`src/rtl/adder_fifo_n.sv`:
```
// -----------------------------------------------------------------------------
// adder_fifo_n
//
// Adds or subtracts two unsigned operands and queues the (WIDTH+1)-bit results
// in a first-word fall-through FIFO of DEPTH entries.
//
// Ports
//   clk        : single clock, all state updates on its rising edge
//   rst        : synchronous reset, active-low
//   enable     : global enable; when low nothing is pushed or popped
//   A, B       : unsigned operands, WIDTH bits
//   mode       : 0 = A+B, 1 = A-B (sampled with the operands)
//   in_valid   : operands valid
//   in_ready   : block accepts operands this cycle (enable & !full)
//   Sum        : result at buffer head, 0 when empty
//   out_valid  : Sum holds a valid result (enable & !empty)
//   out_ready  : consumer takes Sum this cycle
//   count      : number of stored results, 0..DEPTH
//   full/empty : count == DEPTH / count == 0
//   overflow   : sticky, set when operands are offered while full
// -----------------------------------------------------------------------------
module adder_fifo_n #(
  parameter int WIDTH = 4,
  parameter int DEPTH = 4
) (
  input  logic                     clk,
  input  logic                     rst,
  input  logic                     enable,
  input  logic [WIDTH-1:0]         A,
  input  logic [WIDTH-1:0]         B,
  input  logic                     mode,
  input  logic                     in_valid,
  output logic                     in_ready,
  output logic [WIDTH:0]           Sum,
  output logic                     out_valid,
  input  logic                     out_ready,
  output logic [$clog2(DEPTH):0]   count,
  output logic                     full,
  output logic                     empty,
  output logic                     overflow
);

  localparam int PTR_W = $clog2(DEPTH);
  localparam int CNT_W = PTR_W + 1;

  logic [WIDTH:0]     mem [DEPTH];
  logic [PTR_W-1:0]   wr_ptr;
  logic [PTR_W-1:0]   rd_ptr;
  logic [WIDTH:0]     entry;
  logic               push;
  logic               pop;

  // Both operands are zero-extended before the operation, so the MSB carries
  // the carry for add and the borrow for subtract.
  always_comb begin
    entry = '0;
    if (mode) entry = {1'b0, A} - {1'b0, B};
    else      entry = {1'b0, A} + {1'b0, B};
  end

  assign full      = (count == CNT_W'(DEPTH));
  assign empty     = (count == '0);
  assign in_ready  = enable & ~full;
  assign out_valid = enable & ~empty;
  assign push      = in_valid & in_ready;
  assign pop       = out_valid & out_ready;

  // First-word fall-through: the head is visible combinationally; an empty
  // buffer shows 0 rather than stale storage.
  assign Sum = empty ? '0 : mem[rd_ptr];

  // NOTE: the storage array has no reset; stale words are unreachable because
  // Sum is forced to 0 while empty and the pointers restart at 0.
  always_ff @(posedge clk) begin
    if (rst && push) mem[wr_ptr] <= entry;
  end

  // NOTE: all sequential state uses non-blocking assignments so every register
  // samples the pre-edge values of push/pop/count.
  always_ff @(posedge clk) begin
    if (!rst) begin
      wr_ptr   <= '0;
      rd_ptr   <= '0;
      count    <= '0;
      overflow <= 1'b0;
    end else if (enable) begin
      // DEPTH is a power of two, so the pointers wrap from DEPTH-1 to 0 by
      // natural binary overflow.
      if (push) wr_ptr <= wr_ptr + PTR_W'(1);
      if (pop)  rd_ptr <= rd_ptr + PTR_W'(1);

      unique case ({push, pop})
        2'b10:   count <= count + CNT_W'(1);
        2'b01:   count <= count - CNT_W'(1);
        default: count <= count;
      endcase

      if (in_valid && full) overflow <= 1'b1;
    end
  end

endmodule

```
`config.mk`:
```
export PLATFORM = sky130hd
export DESIGN_NAME = adder_fifo_n
export DESIGN_NICKNAME = d
export VERILOG_FILES = /design/src/rtl/adder_fifo_n.sv
export SDC_FILE = /design/constraint.sdc
export NUM_CORES = 1
export LEC_CHECK = 0
export CORE_UTILIZATION = 50
export CTS_CLUSTER_DIAMETER = 120
export CTS_CLUSTER_SIZE = 14
export DETAILED_ROUTE_END_ITERATION = 10
export PLACE_DENSITY_LB_ADDON = 0.2
export SLEW_MARGIN = 5
export SYNTH_ARGS = -nofsm -noshare
export SYNTH_HDL_FRONTEND = slang
export SYNTH_SLANG_ARGS = --single-unit
```
`constraint.sdc`:
```
create_clock -name clk -period 5.45 [get_ports clk]
set_input_delay 1.09 -clock clk [delete_from_list [all_inputs] [get_ports clk]]
set_output_delay 1.09 -clock clk [all_outputs]
set_load 0.01 [all_outputs]
```
==> out/results.ini <==
[layout]
final_nets=176
area_growth_pct=22.43
diodes=0
fillerInstances=230
regArea_um2=800.8
layout-drive-gt1-share_pct=8.609
multiInputGateArea_um2=649.4

[die]
die_area_um2=3247
rows=19
dieWidth_um=56.98
io_pins=27
core_area_um2=2805
die_y_um=56.98
start_util_pct=53.88

[yosys]
synth.distinct_cells=31
yosysSeqAreaShare_pct=52.98
synth_edf_count=20
synth_commonest_cells=20 x edfxtp_1, 11 x inv_1, 10 x dfxtp_1, 10 x ha_1, 9 x nand2_1
synthFlopType=edfxtp_1
yosys.area.top_type_share_pct=39.74
syn_area_um2=1511
syn_avg_cell_area_um2=12.60
synth_top_cell_by_area=edfxtp_1
synthTopCellsByArea=edfxtp_1 40%, dfxtp_1 13%, ha_1 8.3%
ys_async_sr_fraction_pct=0
syn-instance-count=120
synthesis.nets=146
yosys_register_bits=30
yosys_warnings=0
yosysMostFrequentCell=edfxtp_1

[route]
viasPerCell=5.275
routed_wl_mm=2.458
post-route-drc-count=4
dr.pass1.iters=7
postRouteAntennaNets=0
first_iter_violations=48
num_vias=960
post_drt_wl_per_cell_um=13.51

[placed_design]
io_buffers=26
hpwl_mm=1.888
place.gp.congestion=0.7622

[critical_path]
timing.rr.start=count[1]$_SDFFE_PN0P_
reg2reg_to=count[1]$_SDFFE_PN0P_
cp.arrival_ns=2.39
cp_max_fo=7
critPathKind=input pin to output pin
end_kind=output pin
r2r_cells=7
rrSetupSlack_ns=2.99
critPathLaunchType=input pin
required_ns=4.36

[cts]
clk_pin_slew_worst_paths_ns=0.10
tritoncts=yes
cts_num_sinks=30
cts_hold_buffers=0
cts_resized=0
cts_buffers=5
clk_path_buf_depth=2
postCtsSetupBuffers=0
htreeDepth=2
cts_root_buffer=clkbuf_4
clk_latency_ns=0.33

[job]
maxCapViolations=0

[global_route]
gr-usage-all-layers_pct=18.03
antenna_found_initial=0
grt_overflow=0
grt_max_degree=16
grt_pass1_wl_mm=4.195
grt_pass1_vias=955

[run_status]
status=complete, but fails checks
violations=design-rule violations

[worst_hold_path]
min_to=rd_ptr[1]$_SDFFE_PN0P_
min_from=rd_ptr[1]$_SDFFE_PN0P_
hold_class=flip-flop to flip-flop
holdPathStages=2

[timing]
setup_viol=0
post-route-period-util_pct=63.94
clock_skew_ns=0.01663
rsz0062_at_grt=false
hold_viol_final=0
setup_tns_ns=0
max_slew_margin_pct=31.16
max_slew.worst_pin.slew_ns=1.025
drv_slew=0
min_period_ns=3.485
max_freq_ghz=0.2870

[power_and_ir_drop]
power.density_nw_per_um2=262.9
ir_worst_vdd_mv=0.1430
power.total_uw=486.5
p_leak_uw=0.0007097

[critical path: stages]
cell and delay, ns:
clkdlybuf4s50_1 0.60, nor2b_1 0.17, clkdlybuf4s50_1 0.54
[cells by family after synthesis]
kind of cell | after synthesis | share of synthesized area [%]
flops | 30 | 52.98
mux | 8 | 9.437
buf+inv | 14 | 4.056
simple gates | 37 | 13.66
xor+xnor | 7 | 4.056
fa+ha+maj | 12 | 10.93
compound gates | 12 | 4.884
[registers in the layout (all words and copies together), names as in the netlist, named ones only]
register / flops
mem: 20
count: 3
rd_ptr: 2
wr_ptr: 2
overflow: 1
[power breakdown]
part,switching [uW],internal (uW)
clock,74.1,62.4
combinational,42.4,45.3
sequential,4.90,257
[routing by layer]
metal | vias up | global-route usage [%] | share of wire, %
met4 | 0 | 9.408 | 2.1
met2 | 23 | 28.91 | 49
met5 | - | 0 | 0
met1 | 453 | 21.22 | 44
met3 | 5 | 6.803 | 5.0
li1 | 479 | - | -
[worst max-delay path by stage]
| stage | startpoint | end | slack, ns | cells after the start |
|---|---|---|---|---|
| 2_1_floorplan | B[0] | mem[0][4]$_DFFE_PP_ | 2.85 | 7 |
| 3_3_place_gp | enable | in_ready | 1.98 | 3 |
| 3_5_place_dp | enable | in_ready | 1.96 | 3 |
| 6_report | enable | in_ready | 1.97 | 3 |
| 4_1_cts | enable | in_ready | 1.95 | 3 |
| 5_1_grt | enable | in_ready | 1.87 | 3 |
[cell usage in the layout, fill, tap and decap left out, types with 2 or more instances in the layout]
cell and n:
dfxtp_1 10, edfxtp_1 20, nor3_1 2, nand2_1 9, xor2_1 3, xnor2_1 4
mux2i_1 3, o21ai_0 4, clkdlybuf4s50_1 26, or3_1 2, fa_1 2, a21boi_1 2
mux4_2 5, clkbuf_4 5, and2b_1 2, inv_1 11, ha_1 10, a21oi_1 3
nor2_1 5, and3_1 4, nor2b_1 7
[layout make-up]
class,count,area share (%)
sequential,30,43.27
multi-input combinational,76,35.09
timing repair buffer,26,14.06
clock buffer,7,2.975
inverter,11,2.231
tap,31,2.096
clock inverter,1,0.2705
[stage by stage]
| stage | hold slack, ns | cell area, um^2 | setup WS [ns] | cells | utilization (%) |
|---|---|---|---|---|---|
| floorplan | 0.4560 | 1511 | 2.853 | 120 | - |
| CTS | 0.4931 | 1851 | 1.954 | 182 | 65.97 |
| global route | 0.5233 | 1851 | 1.873 | 182 | 65.97 |
| detailed placement | 0.4770 | 1790 | 1.961 | 174 | 63.83 |
| finish | 0.4905 | 1851 | 1.965 | 182 | 65.97 |
| global placement | 0.4691 | 1790 | 1.983 | 174 | 63.83 |
Power figures use the tool's default switching activity.
